==> src/rtl/uart_tx_sched.sv <==
// uart_tx_sched: transmit scheduler between the MA-stage UART store path and the
// uart serial module. Stored bytes are queued in a circular FIFO and released
// to the uart as single-cycle write pulses, spaced by exactly one frame time.
// The uart has no busy output, so this block times each frame itself.
//
// Ports:
//   clk       system clock
//   rst       synchronous active-high reset
//   st_valid  store to UART_ADDR this cycle
//   st_data   byte to transmit
//   stall     push refused this cycle (st_valid while full)
//   uart_wr   one-cycle write pulse to the uart
//   uart_dat  byte for the uart, valid while uart_wr=1, held between pulses
//   level     FIFO occupancy, 0..DEPTH
//   drained   FIFO empty and no frame in flight
//   overflow  sticky drop flag (drop mode only, else 0)
//
// Build option: define UART_TXQ_DROP_EN to never stall; pushes while full are
// discarded and set the sticky overflow flag instead.

module uart_tx_sched #(
    parameter int unsigned DEPTH        = 16,
    parameter int unsigned FRAME_CYCLES = 4340,
    parameter int unsigned LVL_W        = $clog2(DEPTH) + 1
) (
    input  logic             clk,
    input  logic             rst,
    input  logic             st_valid,
    input  logic [7:0]       st_data,
    output logic             stall,
    output logic             uart_wr,
    output logic [7:0]       uart_dat,
    output logic [LVL_W-1:0] level,
    output logic             drained,
    output logic             overflow
);

    localparam int unsigned IDX_W = $clog2(DEPTH);
    localparam int unsigned PTR_W = IDX_W + 1;
    // Holds FRAME_CYCLES-1 for any FRAME_CYCLES >= 2.
    localparam int unsigned CNT_W = $clog2(FRAME_CYCLES);
    localparam logic [CNT_W-1:0] CNT_RELOAD = CNT_W'(FRAME_CYCLES - 1);
    // Pointers differing only in the wrap bit means full.
    localparam logic [PTR_W-1:0] PTR_MSB = {1'b1, {IDX_W{1'b0}}};

    typedef enum logic [0:0] {
        StIdle,
        StSendWait
    } state_t;

    logic [7:0]       mem [DEPTH];
    logic [PTR_W-1:0] wptr, rptr, wptr_n, rptr_n;
    logic             full_q, empty_q;
    logic [CNT_W-1:0] cnt;
    state_t           state, state_n;
    logic             push, pop, drop;

    assign level = LVL_W'(wptr - rptr);

`ifdef UART_TXQ_DROP_EN
    assign stall = 1'b0;
    assign drop  = st_valid & full_q;
`else
    assign stall = st_valid & full_q;
    assign drop  = 1'b0;
`endif

    always_comb begin
        push   = st_valid & ~full_q;
        // A new frame may start from idle, or exactly when the current frame ends.
        pop    = ~empty_q & ((state == StIdle) | (cnt == '0));
        wptr_n = push ? wptr + PTR_W'(1) : wptr;
        rptr_n = pop ? rptr + PTR_W'(1) : rptr;
        if (pop) begin
            state_n = StSendWait;
        end else if ((state == StSendWait) && (cnt != '0)) begin
            state_n = StSendWait;
        end else begin
            state_n = StIdle;
        end
    end

    // Storage has no reset; only pointers define validity.
    always_ff @(posedge clk) begin
        if (push) begin
            mem[wptr[IDX_W-1:0]] <= st_data;
        end
    end

    always_ff @(posedge clk) begin
        if (rst) begin
            wptr     <= '0;
            rptr     <= '0;
            empty_q  <= 1'b1;
            full_q   <= 1'b0;
            state    <= StIdle;
            cnt      <= '0;
            uart_wr  <= 1'b0;
            uart_dat <= 8'h00;
            drained  <= 1'b1;
            overflow <= 1'b0;
        end else begin
            wptr     <= wptr_n;
            rptr     <= rptr_n;
            empty_q  <= (wptr_n == rptr_n);
            full_q   <= ((wptr_n ^ rptr_n) == PTR_MSB);
            state    <= state_n;
            drained  <= (wptr_n == rptr_n) && (state_n == StIdle);
            overflow <= overflow | drop;
            uart_wr  <= pop;
            if (pop) begin
                uart_dat <= mem[rptr[IDX_W-1:0]];
                cnt      <= CNT_RELOAD;
            end else if (cnt != '0) begin
                cnt <= cnt - CNT_W'(1);
            end
        end
    end

endmodule
==> config.mk <==
export PLATFORM = sky130hd
export DESIGN_NAME = uart_tx_sched
export DESIGN_NICKNAME = d
export VERILOG_FILES = /design/src/rtl/uart_tx_sched.sv
export SDC_FILE = /design/constraint.sdc
export NUM_CORES = 1
export LEC_CHECK = 0
export ABC_AREA = 1
export CORE_UTILIZATION = 60
export DETAILED_ROUTE_END_ITERATION = 8
export DONT_BUFFER_PORTS = 1
export MAX_ROUTING_LAYER = met4
export PLACE_DENSITY = 0.76
export SLEW_MARGIN = 20
export SYNTH_ARGS = -nofsm -noshare
export SYNTH_HDL_FRONTEND = slang
export SYNTH_SLANG_ARGS = --single-unit
==> constraint.sdc <==
create_clock -name clk -period 2.2 [get_ports clk]
set_clock_uncertainty 0.15 [all_clocks]
set_input_delay 0.44 -clock clk [delete_from_list [all_inputs] [get_ports clk]]
set_output_delay 0.44 -clock clk [all_outputs]
set_load 0.02 [all_outputs]
Word-level counts from Yosys, hierarchy flattened
Memory sizes are Yosys's and may differ from the RTL's. A register that Yosys moved wholly into a read port is not among the register bits.
Index checks and enable logic that the tools add are counted.

storage, ports and cells
  register bits after elaboration = 28
  bits in latches = 0
  RAM bits = 128
  bits in read-only memories = 0
  input port bits = 11
  output and inout bits = 17
  word-level logic and storage cells = 39
  memories = 1

memories
  name  depth  width  rd ports  clocked after memory_dff  wr ports  RTL line  text
  mem   16     8      1         1                         1         51        logic [7:0] mem [DEPTH];

cells by class
  add/subtract/negate cells = 4
  $mul = 0
  div/mod/pow operators = 0
  order comparisons = 0
  equal/unequal tests = 2
  shift-type cells = 0
  multiplexer cells = 8
  bitwise operators = 9
  reduce and logical (&&, ||, !) cells = 6

operators with widths
  cell                   number
  $mux 13                2
  $logic_not 13->1       1
  $reduce_bool 13->1     1
  $sub 13x1->13 const B  1
  $add 5x1->5 const B    2
  $mux 5                 2
  $eq 5x5->1             1
  $eq 5x5->1 const B     1
  $sub 5x5->5            1
  $xor 5x5->5            1
  $mux 1                 4
  $not 1->1              4
  $and 1x1->1            3
  $logic_and 1x1->1      2
  $reduce_bool 2->1      1
  $reduce_or 2->1        1
  $or 1x1->1             1

Longest topological paths before layout
Gate-level depths: netlist of the first run.

  word-level depth = 6
  depth in mapped cells = 15
  mapped depth without buffers = 15

Least setup slack after synthesis of the first run
Ideal clock, no wire load.

  kind = register to output
  start = register wptr[0]
  end = output level[4]
  arrival = 1.657 ns
  slack = -0.047 ns
  stages on the path, launching flop included = 6
  buffers on the path = 0
  path through = dfxtp_1 > inv_1 > ha_1 > fa_1 > o21ai_0 > xor2_1

on the way
  word-level cells in the longest chain between the ends = 1

RTL lines
  what                      RTL line  text
  start: declaration        52        logic [PTR_W-1:0] wptr, rptr, wptr_n, rptr_n;
  start signal: assignment  103       wptr <= wptr_n;
  $sub 5x5->5               58        assign level = LVL_W'(wptr - rptr);
  end: declaration          33        output logic [LVL_W-1:0] level,

No other way between the ends.

Worst setup path after layout of the first run
Ends and elaborated chain as after synthesis.

==> results of run 1 <==
## what timing repair did
action,CTS,global route
pin swaps,3,4
buffers inserted,1,1
hold endpoints to repair,149,0
hold buffers,9,0
resized for setup,9,12
endpoints found under the setup margin,4,14
## per-stage QoR
| stage | util | setup slack [ps] | cell area, µm² |
|---|---|---|---|
| after floorplan | - | -3.718 | 6865 |
| final | 0.7257 | -140.3 | 7970 |
| after global placement | 0.6508 | 154.0 | 7148 |
| after detailed placement | 0.6508 | 91.22 | 7148 |
| after CTS | 0.7187 | -179.9 | 7894 |
| after global routing | 0.7257 | -213.0 | 7970 |
## power by group through the flow
stage               registers [mW]  clock network, mW  logic [mW]
finish                        3.79               2.96        2.30
global route                  3.83               3.11        2.54
CTS                           3.79               2.98        2.17
detailed placement            3.86                  0        2.07
global placement              3.85                  0        1.99
floorplan                     3.83                  0        1.55
## critical path, cell delays in order (launching register included)
cell     delay (ps)
dfxtp_2         330
inv_2            40
ha_4            150
fa_2            360
o21ai_2         130
xor2_1          150
buf_4           160
## flip-flops by register name, indices dropped and copies added, names as in the netlist
signal and flops:
mem 128, cnt 13, uart_dat 8, rptr 5
wptr 5, drained 1, empty_q 1, full_q 1
state 1, uart_wr 1
## layout make-up
| type | instances | area (µm²) |
|---|---|---|
| well taps | 140 | 175.2 |
| repair buffers | 39 | 350.3 |
| clock buffers | 22 | 518.0 |
| flip-flops and latches | 164 | 4568 |
| multi-input cells | 389 | 2131 |
| inverters | 37 | 138.9 |
| diodes | 1 | 2.502 |
| fillers | 726 | 3013 |
| clock inverters | 10 | 86.33 |
## how the worst max path moves through the flow
stage               endpoint  slack (ps)
floorplan           level[4]          -4
global placement    level[4]         150
detailed placement  level[4]          90
CTS                 level[4]        -180
global route        level[4]        -210
finish              level[4]        -140
## metal layers
layer | wire length (µm) | global-route usage
met1 | 6382 | 0.3684
met4 | 345 | 0.1207
met5 | 0 | -
met2 | 6977 | 0.4115
met3 | 1017 | 0.05798
## placed cells by master, fill, tap and decap left out, types with 3 or more instances in the layout
master,n
a21oi_1,13
a31oi_1,3
buf_4,27
clkbuf_16,20
clkinv_2,3
dfxtp_1,33
dfxtp_2,3
dlygate4sd3_1,8
edfxtp_1,128
ha_1,6
ha_4,4
inv_1,33
inv_2,4
inv_6,3
nand2_1,74
nand2_2,6
nand2_4,3
nand3_1,28
nor2_1,102
nor2_2,5
nor2_4,3
nor3_1,3
o211ai_1,6
o21ai_0,73
o221ai_1,10
o22ai_1,22
xor2_1,9
## kinds of logic after synthesis
| kind of cell | after synthesis | share of synthesized area |
|---|---|---|
| XOR/XNOR | 13 | 0.01768 |
| flip-flops | 164 | 0.6650 |
| AND/OR/NAND/NOR | 230 | 0.1464 |
| adder cells (fa/ha/maj) | 11 | 0.02114 |
| other | 1 | 0.0005463 |
| buffers and inverters | 64 | 0.03718 |
| AO/OA/AOI/OAI | 134 | 0.1121 |
==> summary.txt, run 1 <==
Outcome
  – Status: finished, violations left
  – Violated checks: setup timing

Logic synthesis
  – Count of flip-flops with a built-in enable after synthesis: 128
  – Mapped Area: 6864 µm²
  – Syn Nets: 639
  – Most frequent cells after synthesis: 128 x edfxtp_1, 102 x nor2_1, 76 x nand2_1, 74 x o21ai_0
  – Area leader, netlist: edfxtp_1
  – Post-synthesis sequential area ratio: 0.6650
  – Commonest register cell after synthesis: edfxtp_1
  – Post-synth top area share: 0.5600
  – Synth warn: 0
  – Unique cell type count in the Yosys netlist: 37
  – Most frequent cell after synthesis: edfxtp_1
  – Synthesized area per cell: 11.12 µm²
  – Top post-synthesis cells by area: edfxtp_1 56%, dfxtp_1 10%, nor2_1 5.6%
  – Mapped Cells: 617
  – Seq cells post-synth: 164
  – Asr flop ratio synth: 0

Final layout
  – Fraction of layout cells with a size suffix above 1: 0.1437
  – Layout net count: 670
  – Area delta synth->final: 16.11%
  – Final Non-Filler Cells: 802

Worst setup path
  – Kind of end point of the critical path: output port
  – Worst reg2reg path depth: 9
  – Peak fanout along the critical path: 2
  – R2R Setup Slk: 130 ps
  – Worst Path Arrival: 1750 ps
  – Reg-to-Reg Start: rptr[0]
  – Startpoint types: register
  – CP Data Required Time: 1610 ps
  – Crit path launch: wptr[0]
  – Worst R2R End: uart_dat[0]
  – Critical path class: reg2out

Route
  – Via density: 5.873
  – Initial DRC count: 617
  – Routed wire length: 14720 µm
  – Final ANT Viol Nets: 0
  – First-pass detailed-route iteration total: 6
  – Drt drc: 0
  – Detailed-route wire length per cell: 18.36 µm
  – Via count: 4710

Power and ir drop
  – Sw power: 2.880 mW
  – Peak supply drop: 0.0008277 V
  – Leak: 2.937 nW
  – Comb power frac: 0.254
  – Sw Share: 0.3181
  – Flop pwr share: 0.419
  – Clock power frac: 0.327
  – Internal power: 6.173 mW
  – Cell Pwr Density: 1136 nW/µm²
  – Pwr Total: 9.052 mW

Floorplanning
  – # rows: 38
  – Die extent in y: 109.0 µm
  – Top-Level Pins: 28
  – Initial Util: 0.6250
  – Core Area: 10980 µm²
  – DIE WIDTH: 109.0 µm
  – Die ar.: 11870 µm²

Timing
  – Fin Setup TNS: -394.8 ps
  – Worst hold slack: 331.8 ps
  – Worst-Margin Slew: 866.1 ps
  – Endpoints failing hold: 0
  – Final Setup Violations: 3
  – Final worst-path cycle share: 1.064
  – Fin crit period: 2340 ps
  – RSZ-0062 raised after global routing: true
  – Fin. max-slew vios: 0
  – Final worst setup slack: -140.3 ps
  – F_max: 427.3 MHz
  – Max_slew headroom: 0.4205

GRT
  – Largest net degree at the start of global routing: 45
  – Gr ovfl total: 0
  – GRT Resource Usage Total: 0.2761
  – First-pass GRT wire length: 23140 µm
  – Vias in the first global route: 4497
  – Initial antenna violation count: 1

Clocking
  – CTS tree: built
  – Clock transition at path regs: 60 ps
  – Clock buffer count from CTS: 17
  – Clk root buf: clkbuf_16
  – CTS H-tree depth: 4
  – Max Buffers Root-to-Sink: 2
  – Worst skew pair latency: 420 ps
  – Clk sinks: 164

Placed design
  – Hpwl dp: 9271 µm
  – Routability Congestion: 0.8444
  – IO Port Bufs: 0
  – Dpl cells: 758

Flow run
  – Max Cap Violations: 0

Worst hold path
  – Hold path startpoint: st_valid
  – WHS Endpoint: wptr[0]
  – Hold crit path type: in2reg
  – Hold Path Depth: 5
Power figures use the tool's default switching activity.
==> run 2: changes to the inputs <==
--- a/config.mk
+++ b/config.mk
@@ -11,6 +11,7 @@
 export DONT_BUFFER_PORTS = 1
 export MAX_ROUTING_LAYER = met4
 export PLACE_DENSITY = 0.76
+export REMOVE_ABC_BUFFERS = 1
 export SLEW_MARGIN = 20
 export SYNTH_ARGS = -nofsm -noshare
 export SYNTH_HDL_FRONTEND = slang
==> run 2 against run 1 <==
  * The run still ends with setup timing left
  * Via count up 2.1%
  * Hold slack got worse by 290 ps
  * Clock power is 3% lower
  * Non-clock buffer count up 11
  * Total power fell by 0.61%
  * Clock-buffer cell count unchanged
  * Critical endpoint unchanged
  * Largest cell class unchanged
==> summary.txt, run 2 (synthesis results as in run 1) <==
Timing
  – Fin Setup TNS: -302.0 ps
  – RSZ-0062 raised after global routing: true
  – Fin. max-slew vios: 0
  – Final worst-path cycle share: 1.076
  – Worst-Margin Slew: 909.6 ps
  – Max_slew headroom: 0.3916
  – Final worst setup slack: -166.3 ps
  – F_max: 422.6 MHz
  – Endpoints failing hold: 0
  – Fin crit period: 2366 ps
  – Final Setup Violations: 3

Route
  – Via count: 4810
  – Final ANT Viol Nets: 0
  – Initial DRC count: 545
  – Via density: 5.916
  – Routed wire length: 15010 µm
  – Drt drc: 0
  – Detailed-route wire length per cell: 18.46 µm
  – First-pass detailed-route iteration total: 6

Floorplanning
  – Die ar.: 11870 µm²
  – DIE WIDTH: 109.0 µm
  – Initial Util: 0.6250
  – Core Area: 10980 µm²
  – Top-Level Pins: 28
  – # rows: 38
  – Die extent in y: 109.0 µm

Worst setup path
  – Worst Path Arrival: 1780 ps
  – Peak fanout along the critical path: 2
  – Startpoint types: register
  – Worst reg2reg path depth: 11
  – Critical path class: reg2out
  – Kind of end point of the critical path: output port
  – CP Data Required Time: 1610 ps

Clocking
  – Max Buffers Root-to-Sink: 2
  – Clk root buf: clkbuf_16
  – Clock transition at path regs: 60 ps
  – CTS tree: built
  – CTS H-tree depth: 4
  – Clock buffer count from CTS: 17
  – Clk sinks: 164
  – Worst skew pair latency: 430 ps

Power and ir drop
  – Pwr Total: 8.997 mW
  – Internal power: 6.086 mW
  – Flop pwr share: 0.423
  – Cell Pwr Density: 1120 nW/µm²
  – Comb power frac: 0.258
  – Sw power: 2.911 mW
  – Leak: 2.964 nW
  – Peak supply drop: 0.0007785 V
  – Clock power frac: 0.319
  – Sw Share: 0.3236

GRT
  – Vias in the first global route: 4490
  – GRT Resource Usage Total: 0.2808
  – Initial antenna violation count: 1
  – First-pass GRT wire length: 23210 µm
  – Largest net degree at the start of global routing: 50
  – Gr ovfl total: 0

Final layout
  – Area delta synth->final: 17.01%
  – Final Non-Filler Cells: 813
  – Register area: 4571 µm²
  – Layout net count: 681
  – Number of fill cells: 699
  – Fraction of layout cells with a size suffix above 1: 0.1637
  – Commonest non-fill, non-tap cell in the layout: edfxtp_1
  – Area occupied by multi-input gates: 2136 µm²
  – Max reg flops: 128
  – Commonest cells after routing, fill and taps aside: 128 x edfxtp_1, 102 x nor2_1, 75 x nand2_1

Placed design
  – Routability Congestion: 0.8486
  – IO Port Bufs: 0
  – Dpl cells: 765
  – Hpwl dp: 9166 µm

Flow run
  – Max Cap Violations: 0

Outcome
  – Violated checks: setup timing
  – Status: finished, violations left

Worst hold path
  – Hold crit path type: in2reg
  – Hold Path Depth: 2
run 2: cell count changes in the layout (fill, tap and decap cells not counted), sizes merged:
cell,change
buf,+11
clkinvlp,+1
dlygate4sd3,+1
dlymetal6s4s,-1
inv,-1
run 2: layout make-up:
cell class	instances	share of cell area
well taps	140	0.02181
clock buffers	22	0.06045
flip-flops and latches	164	0.5691
clock inverters	10	0.01200
repair buffers	50	0.05312
diodes	1	0.0003116
multi-input cells	389	0.2659
inverters	37	0.01729
run 2: power groups by stage:
stage                     Combinational [mW]  Clock (mW)  Sequential [mW]
final                                   2.32        2.87             3.80
after global routing                    2.57        3.03             3.83
after CTS                               2.21        2.90             3.80
after detailed placement                2.09           0             3.85
after global placement                  2.02           0             3.84
after floorplan                         1.41           0             3.89
run 2: stage by stage:
step                instance area [µm²]  hold slack, ps  utilization  setup WS [ps]
finish                             8031           37.20       0.7313         -166.3
floorplan                          6748           299.5            -          -1052
detailed placement                 7199           321.3       0.6555          56.43
global route                       8031           20.83       0.7313         -231.7
CTS                                7934           15.48       0.7224         -203.4
global placement                   7199           313.1       0.6555          119.8
run 2: final timing paths:
path                start        to  slack [ps]
setup / recovery  wptr[0]  level[4]        -170
hold / removal        rst   empty_q          40
setup reg to reg  wptr[0]    full_q         110
hold reg to reg   cnt[12]   cnt[12]         340
run 2: repair_timing:
action,in CTS,in global routing
pin swaps,3,5
resized for setup,10,19
setup buffers,3,3
endpoints found under the setup margin,4,13
hold buffers,9,0
endpoints found under the hold margin,148,0
run 2: metal layers:
metal,vias up,track usage,part of all wire
met4,0,0.09266,0.012
met2,212,0.4218,0.49
met5,-,-,0
met1,2314,0.3717,0.42
met3,22,0.07711,0.084
li1,2262,-,-
run 2: critical path, cell delays in order (launching register included):
cell	delay [ps]
dfxtp_2	330
inv_2	50
ha_4	150
fa_2	340
o21ai_2	150
xor2_1	150
buf_4	160
